## config.mk

```make
export PLATFORM = sky130hd
export DESIGN_NAME = branch_resolver
export DESIGN_NICKNAME = d
export VERILOG_FILES = /design/src/rtl/branch_resolver_pkg.sv /design/src/rtl/branch_target_adder.sv /design/src/rtl/branch_resolver.sv
export SDC_FILE = /design/constraint.sdc
export NUM_CORES = 1
export LEC_CHECK = 0
export CORE_MARGIN = 10
export CORE_UTILIZATION = 40
export DETAILED_ROUTE_END_ITERATION = 16
export GPL_TIMING_DRIVEN = 0
export PLACE_DENSITY = 0.72
export SYNTH_ARGS = -nofsm -noshare
export SYNTH_HDL_FRONTEND = slang
export SYNTH_SLANG_ARGS = --single-unit
```

## constraint.sdc

```tcl
create_clock -name clk -period 2.6 [get_ports clk]
set_clock_uncertainty 0.05 [all_clocks]
set_input_delay 0.65 -clock clk [delete_from_list [all_inputs] [get_ports clk]]
set_output_delay 0.65 -clock clk [all_outputs]
set_load 0.01 [all_outputs]
```

## src/rtl/branch_resolver_pkg.sv

```systemverilog
// Shared encodings for the branch resolver: request opcodes, FSM states and default width.
package branch_resolver_pkg;
  localparam int DEF_W = 16;

  typedef enum logic [1:0] {
    OP_NOP = 2'b00,
    OP_BEQ = 2'b01,
    OP_BNE = 2'b10,
    OP_JMP = 2'b11
  } op_e;

  typedef enum logic [2:0] {
    ST_IDLE    = 3'd0,
    ST_ISSUE   = 3'd1,
    ST_WAIT    = 3'd2,
    ST_RESOLVE = 3'd3,
    ST_FLUSH   = 3'd4
  } state_e;

  function automatic int max_int(input int a, input int b);
    return (a > b) ? a : b;
  endfunction
endpackage

```

## src/rtl/branch_target_adder.sv

```systemverilog
// Branch target: pc + signed offset, wrapping modulo 2^W with no overflow indication.
module branch_target_adder #(
  parameter int W = 16
) (
  input  logic [W-1:0] pc_i,
  input  logic [W-1:0] off_i,
  output logic [W-1:0] target_o
);
  // Two's-complement offset makes a plain W-bit add the correct signed wrap.
  assign target_o = pc_i + off_i;
endmodule

```

## src/rtl/branch_resolver.sv

```systemverilog
// Branch resolver: issues compares to a registered comparator, then redirects the PC
// and flushes younger stages on a taken branch or jump. All outputs are registered.
module branch_resolver
  import branch_resolver_pkg::*;
#(
  parameter int W         = DEF_W,
  parameter int CMP_LAT   = 1,
  parameter int FLUSH_CYC = 2
) (
  input  logic         clk,
  input  logic         rst_n,
  input  logic         req_valid,
  output logic         req_ready,
  input  logic [1:0]   req_op,
  input  logic [W-1:0] req_a,
  input  logic [W-1:0] req_b,
  input  logic [W-1:0] req_pc,
  input  logic [W-1:0] req_off,
  output logic [W-1:0] cmp_a,
  output logic [W-1:0] cmp_b,
  output logic         cmp_eq,
  output logic         cmp_nq,
  input  logic [W-1:0] cmp_r,
  output logic         pc_load,
  output logic [W-1:0] pc_next,
  output logic         flush,
  output logic         busy
);
  localparam int CNT_W = $clog2(max_int(CMP_LAT, FLUSH_CYC) + 1);

  state_e         state_q, state_d;
  op_e            op_q, op_d;
  logic [W-1:0]   pc_q, pc_d, off_q, off_d;
  logic [W-1:0]   cmp_a_q, cmp_a_d, cmp_b_q, cmp_b_d;
  logic           cmp_eq_q, cmp_eq_d, cmp_nq_q, cmp_nq_d;
  logic           pc_load_q, pc_load_d, flush_q, flush_d;
  logic [W-1:0]   pc_next_q, pc_next_d;
  logic [CNT_W-1:0] cnt_q, cnt_d;
  logic [W-1:0]   target;
  op_e            req_op_e;
  logic           unused_cmp_hi;

  assign req_op_e      = op_e'(req_op);
  assign unused_cmp_hi = ^cmp_r[W-1:1];

  branch_target_adder #(.W(W)) u_target_adder (
    .pc_i     (pc_q),
    .off_i    (off_q),
    .target_o (target)
  );

  always_comb begin
    state_d   = state_q;
    op_d      = op_q;
    pc_d      = pc_q;
    off_d     = off_q;
    cmp_a_d   = cmp_a_q;
    cmp_b_d   = cmp_b_q;
    cmp_eq_d  = 1'b0;
    cmp_nq_d  = 1'b0;
    pc_load_d = 1'b0;
    pc_next_d = pc_next_q;
    flush_d   = 1'b0;
    cnt_d     = cnt_q;
    case (state_q)
      ST_IDLE: begin
        if (req_valid) begin
          case (req_op_e)
            OP_BEQ, OP_BNE: begin
              op_d     = req_op_e;
              pc_d     = req_pc;
              off_d    = req_off;
              cmp_a_d  = req_a;
              cmp_b_d  = req_b;
              cmp_eq_d = (req_op_e == OP_BEQ);
              cmp_nq_d = (req_op_e == OP_BNE);
              state_d  = ST_ISSUE;
            end
            OP_JMP: begin
              op_d    = req_op_e;
              pc_d    = req_pc;
              off_d   = req_off;
              state_d = ST_RESOLVE;
            end
            default: ;
          endcase
        end
      end
      ST_ISSUE: begin
        cnt_d   = '0;
        state_d = ST_WAIT;
      end
      ST_WAIT: begin
        if (cnt_q == CNT_W'(CMP_LAT - 1)) begin
          cnt_d   = '0;
          state_d = ST_RESOLVE;
        end else begin
          cnt_d = cnt_q + 1'b1;
        end
      end
      ST_RESOLVE: begin
        // Only bit 0 of the comparator result carries the outcome.
        if (op_q == OP_JMP || cmp_r[0]) begin
          pc_load_d = 1'b1;
          pc_next_d = target;
          cnt_d     = '0;
          state_d   = ST_FLUSH;
        end else begin
          state_d = ST_IDLE;
        end
      end
      ST_FLUSH: begin
        // First FLUSH cycle carries pc_load; flush follows for FLUSH_CYC cycles.
        if (cnt_q == CNT_W'(FLUSH_CYC)) begin
          cnt_d   = '0;
          state_d = ST_IDLE;
        end else begin
          flush_d = 1'b1;
          cnt_d   = cnt_q + 1'b1;
        end
      end
      default: state_d = ST_IDLE;
    endcase
  end

  always_ff @(posedge clk or negedge rst_n) begin
    if (!rst_n) begin
      state_q   <= ST_IDLE;
      op_q      <= OP_NOP;
      pc_q      <= '0;
      off_q     <= '0;
      cmp_a_q   <= '0;
      cmp_b_q   <= '0;
      cmp_eq_q  <= 1'b0;
      cmp_nq_q  <= 1'b0;
      pc_load_q <= 1'b0;
      pc_next_q <= '0;
      flush_q   <= 1'b0;
      cnt_q     <= '0;
    end else begin
      state_q   <= state_d;
      op_q      <= op_d;
      pc_q      <= pc_d;
      off_q     <= off_d;
      cmp_a_q   <= cmp_a_d;
      cmp_b_q   <= cmp_b_d;
      cmp_eq_q  <= cmp_eq_d;
      cmp_nq_q  <= cmp_nq_d;
      pc_load_q <= pc_load_d;
      pc_next_q <= pc_next_d;
      flush_q   <= flush_d;
      cnt_q     <= cnt_d;
    end
  end

  assign req_ready = (state_q == ST_IDLE);
  assign busy      = (state_q != ST_IDLE);
  assign cmp_a     = cmp_a_q;
  assign cmp_b     = cmp_b_q;
  assign cmp_eq    = cmp_eq_q;
  assign cmp_nq    = cmp_nq_q;
  assign pc_load   = pc_load_q;
  assign pc_next   = pc_next_q;
  assign flush     = flush_q;
endmodule
```

### Yosys cells after proc, flatten, opt, wreduce, memory -nomap -nowiden

Index checks and enable logic that the tools add are counted.

| word-level totals | value |
|---|---|
| bits in registers | 91 |
| latch bits | 0 |
| bits in writable memories | 0 |
| bits in read-only memories | 0 |
| bits of input ports | 85 |
| output and inout port bits | 54 |
| logic and storage cells | 60 |
| memories kept | 0 |

| operators by class | value |
|---|---|
| $add $sub $neg | 2 |
| $mul | 0 |
| div/mod/pow operators | 0 |
| magnitude comparators | 0 |
| equal/unequal tests | 14 |
| shifts and indexed selects | 0 |
| mux-type cells | 20 |
| bitwise gates (word level) | 0 |
| reductions and logical operators | 12 |

Operator list:

| kind | number |
|---|---|
| 16-bit adder | 1 |
| 3-bit one-hot mux with 5 select lines | 1 |
| 3-bit two-way mux | 4 |
| 1-bit two-way mux | 10 |
| 2-bit == test (second input constant) | 4 |
| 2-bit != test (second input constant) | 4 |
| 2-bit one-hot mux with 4 select lines | 1 |
| 3-bit by 2-bit == test with 1-bit output (second input constant) | 2 |
| 2-bit two-way mux | 3 |
| 3-bit one-hot mux with 2 select lines | 1 |
| 3-bit AND reduction | 2 |
| 2-bit AND reduction | 2 |
| 4-bit AND reduction | 1 |
| 4-bit nonzero test | 1 |
| 3-bit by 1-bit == test with 1-bit output (second input constant) | 1 |
| 3-bit == test (second input constant) | 1 |
| 3-bit zero test | 1 |
| 3-bit by 1-bit != test with 1-bit output (second input constant) | 1 |
| 3-bit nonzero test | 1 |
| 3-bit OR reduction | 1 |
| 2-bit by 1-bit adder with 2-bit output (second input constant) | 1 |
| 2-bit by 1-bit == test with 1-bit output (second input constant) | 1 |
| 2-bit zero test | 1 |
| 2-bit OR reduction | 1 |
| 1-bit logical OR | 1 |

### Longest topological paths before layout

| depth | value |
|---|---|
| word-level depth | 5 |
| gate-level depth with buffers | 7 |
| gate-level depth less buffers | 7 |

### Modules after synthesis

From an unflattened synthesis, not the netlist that was laid out.

| second synthesis, totals | value |
|---|---|
| cell total of the unflattened synthesis | 326 |
| area total of the unflattened synthesis | 4,334.2 um2 |

Modules (own cells, without submodules):

| module | instances | cells each | area each (um2) | sequential area each (um2) |
|---|---|---|---|---|
| branch_resolver | 1 | 228 | 3,609.7 | 2,277.2 |
| branch_target_adder | 1 | 98 | 724.4 | 0.0 |

### Worst setup path before layout

OpenSTA, ideal clock, no wires.

| timing | value |
|---|---|
| kind | register to register |
| from | reg pc_q[0] |
| to | reg pc_next_q[8] (netlist: pc_next[8]) |
| setup time | 0.135 ns |
| arrival time | 1.862 ns |
| data required time | 2.415 ns |
| slack | 0.553 ns |
| stages on the path, launching flop included | 8 |
| buffers on the path | 0 |
| clock period less this slack | 2.047 ns |
| cells stage by stage | dfrtp_1 ha_1 fa_1 a21oi_1 o21ai_0 a221oi_1 xor2_1 o21ai_0 |

| between the ends | value |
|---|---|
| word-level cells in the longest chain between the ends | 1 |

RTL lines:

| element | RTL line | source |
|---|---|---|
| start, declared | branch_resolver.sv:33 | `logic [W-1:0] pc_q, pc_d, off_q, off_d;` |
| start signal, assigned | branch_resolver.sv:143 | `pc_q <= pc_d;` |
| 16-bit adder | branch_target_adder.sv:10 | `assign target_o = pc_i + off_i;` |
| end signal, assigned | branch_resolver.sv:150 | `pc_next_q <= pc_next_d;` |
| end, declared | branch_resolver.sv:37 | `logic [W-1:0] pc_next_q, pc_next_d;` |

No other way between the ends.
A chain may end at the register's enable or synchronous reset.

### Worst setup path in the final report

| timing | value |
|---|---|
| from | reg state_q[1] |
| to | out busy |

| between the ends | value |
|---|---|
| word-level cells in the longest chain between the ends | 1 |

RTL lines:

| element | RTL line | source |
|---|---|---|
| start, declared | branch_resolver.sv:31 | `state_e state_q, state_d;` |
| start signal, assigned | branch_resolver.sv:141 | `state_q <= state_d;` |
| 3-bit nonzero test | branch_resolver.sv:157 | `assign busy = (state_q != ST_IDLE);` |
| end, declared | branch_resolver.sv:27 | `output logic busy` |

No other way between the ends.

==> impl_results.md <==
* Status: finished, final reports clean
* DIE HEIGHT at 124 um
* Lkg Pwr at 2.60 nW
* Share of the synthesized area in the top cell type at 52.4%
* DR vias at 3139
* Main combinational cell family by area after synthesis: multiplexers
* PwrDens at 1240 nW/um^2
* DIE AREA at 15400 um^2
* Total clock buffers created by CTS at 9
* Critical path class: reg -> out
* Worst setup SP type: flip-flop
* Fin util at 55.7%
* Kind of end point of the critical path: output pin
* Nets at 594
* Drt first pass iters at 4
* Row count at 38
* Top post-synthesis cells by count: dfrtp_1 (91), mux2_2 (64), nand2_1 (31), ha_1 (23), a21oi_1 (17)
* Slew @ Worst Pin at 620 ps
* Type of the tightest min-delay check: in -> async
* Clock transition at path regs at 80 ps
* Synth Instances at 351
* Bufs on Longest Clock Path at 2
* Post-synthesis compound-gate area fraction at 9.84%
* R2r startpoint: pc_q[0]$_DFFE_PN0P_
* # clock sinks at 91
* Tcrit/Tclk final at 95.4%
* Final instance area at 5990 um^2
* Die X at 124 um
* XOR/XNOR Fraction of Synth Area at 1.41%
* Post-synthesis mux area share at 17.1%
* Ports at 139
* Filler instances at 954
* Setup Viol. Count Final at 0
* Place WS at -119 ps
* Initial core utilization at 40.5%
* Vias in the first global route at 3364
* # DRC at 0
* Leading area contributor after synthesis: dfrtp_1
* Largest cells by area after synthesis: dfrtp_1 (52%), mux2_2 (17%), ha_1 (6.6%)
* Async S/R FF share, synth at 100%
* CTS Root Cell: clkbuf_8
* Clock H-tree levels at 3
* Syn. warnings at 0
* Core area at 10700 um^2
* DRT iter0 DRCs at 137
* Critical Path RT at 1900 ps
* Post-synthesis cell type count at 55
* Fraction of layout cells with a size suffix above 1 at 22.2%
* Initial antenna violation count at 0
* I/O Buffers at 123
* Setup WS post-layout at 119 ps
* Syn_area_per_cell at 12.4 um^2
* Post-Synth Adder-Cell Area at 7.08%
* Post-synthesis cell area at 4350 um^2
* Pin count of the biggest net entering global routing at 47
* EDFF count, synth at 0
* P_int at 4.71 mW
* Total power at 7.45 mW
* Ant. Diodes at 0
* Via density at 4.98
* Combinational Power Share at 53.3%
* CTS tree: done
* Placed cell areas at 5780 um^2
* Placed wire-length estimate at 8090 um
* Synth Area in Simple Gates at 9.32%
* Count leader, synth: dfrtp_1
* Max Slew Vio Count at 0
* Clock power frac at 13.5%
* Fmax achieved at 403 MHz
* CTS Hold Bufs at 0
* Max FO, Critical Path at 9
* First-pass GRT wire length at 17400 um
* Hold WS at 229 ps
* Area delta synth->final at 37.7%
* CP startpoint: state_q[1]$_DFFE_PN0P_
* Skew-Pair Late Insertion Delay at 380 ps
* Number of synthesized register bits at 91
* Slew margin rel. at 58.2%
* Gpl congestion at 0.811
* Tmin final at 2480 ps
* Total track usage at 13.8%
* Global route overflow at 0
* Max rail drop VDD at 0.000587 V
* Unrepaired setup endpoints after global routing: false
* Net Sw Frac at 36.7%
* Crit path DAT at 1780 ps
* NetSw at 2.74 mW
* ANT nets after route at 0
* Final hold violations at 0
* Synthesized Nets at 460
* Max Cap Viol at 0
* Sequential share of power at 33.2%
* Sequential area share after synthesis at 52.4%
* WL final at 10400 um
* Synth Flop Type: dfrtp_1
* Wire per inst at 16.5 um
==> placed cells by master (no fill, tap or decap), drive strengths merged, types with 7 or more instances in the layout <==
cell type and instances:
a21oi 17, buf 10, clkbuf 16, clkdlybuf4s50 121, dfrtp 91, ha 23
inv 10, mux2 66, nand2 32, nand3 11, nor2 7, o21ai 14
==> worst max-delay path: stages (launching register included) <==
cell and delay, ps:
dfrtp_1 360, buf_2 160, or3_4 400, clkdlybuf4s50_1 490
==> final cells by class <==
type                    count  area (um^2)  share of cell area [%]
plain buffers              12         81.3                    1.36
clock buffers              12          165                    2.76
clock inverters             4         47.5                   0.794
inverters                  11         41.3                   0.690
multi-input cells         236         1950                    32.5
flip-flops and latches     91         2280                    38.0
well taps                 140          175                    2.93
repair buffers            124         1250                    21.0
==> state kept, by name, indices dropped and copies added (netlist names) <==
| name | flops |
|---|---|
| cmp_b | 16 |
| pc_load | 1 |
| pc_q | 16 |
| off_q | 16 |
| flush | 1 |
| cmp_nq | 1 |
| cnt_q | 2 |
| op_q | 2 |
| state_q | 3 |
| cmp_eq | 1 |
| pc_next | 16 |
| cmp_a | 16 |
==> per-stage QoR <==
stage | setup TNS [ps] | std cells
after floorplan | 0 | 351
after global routing | 0 | 630
after global placement | -231370 | 614
after detailed placement | -2720 | 615
after CTS | 0 | 630
final | 0 | 630
==> logic make-up after synthesis <==
group                      count (synthesis)
adders and majority gates                 24
muxes                                     66
buffers and inverters                     24
xor gates and xnor gates                   7
AOI/OAI and AO/OA                         61
and+or+nand+nor                           78
DFF                                       91
==> power by group through the flow <==
stage          registers (mW)  logic, mW  clock network (mW)
6_report                 2.47       3.97                1.01
3_5_place_dp             2.49       4.02                   0
5_1_grt                  2.55       4.42                1.12
4_1_cts                  2.48       4.02                1.05
2_1_floorplan            2.60       2.37                   0
3_3_place_gp             2.46       3.93                   0
==> worst paths after layout <==
kind / to / slack [ps] / depth (start not counted)
worst max-delay path: busy / 120 / 3
worst min-delay path: off_q[1]$_DFFE_PN0P_ / 230 / 1
worst max register to register: pc_next[8]$_DFFE_PN0P_ / 220 / 7
worst min register to register: pc_next[6]$_DFFE_PN0P_ / 430 / 2
max in group asynchronous: cmp_a[5]$_DFFE_PN0P_ / 1650 / 2
min in group clk: pc_next[6]$_DFFE_PN0P_ / 430 / 2
==> layer usage <==
metal	vias to the layer above	GRT usage (%)	wire [um]
li1	1526	-	-
met1	1504	15.7	4350
met2	98	22.3	4990
met3	11	7.11	972
met4	0	3.70	103
met5	-	0	0
==> what timing repair did <==
action	in CTS	in global routing
endpoints found under the setup margin	1	0
resized for setup	1	0
buffers inserted	0	0
Power figures use the tool's default switching activity.
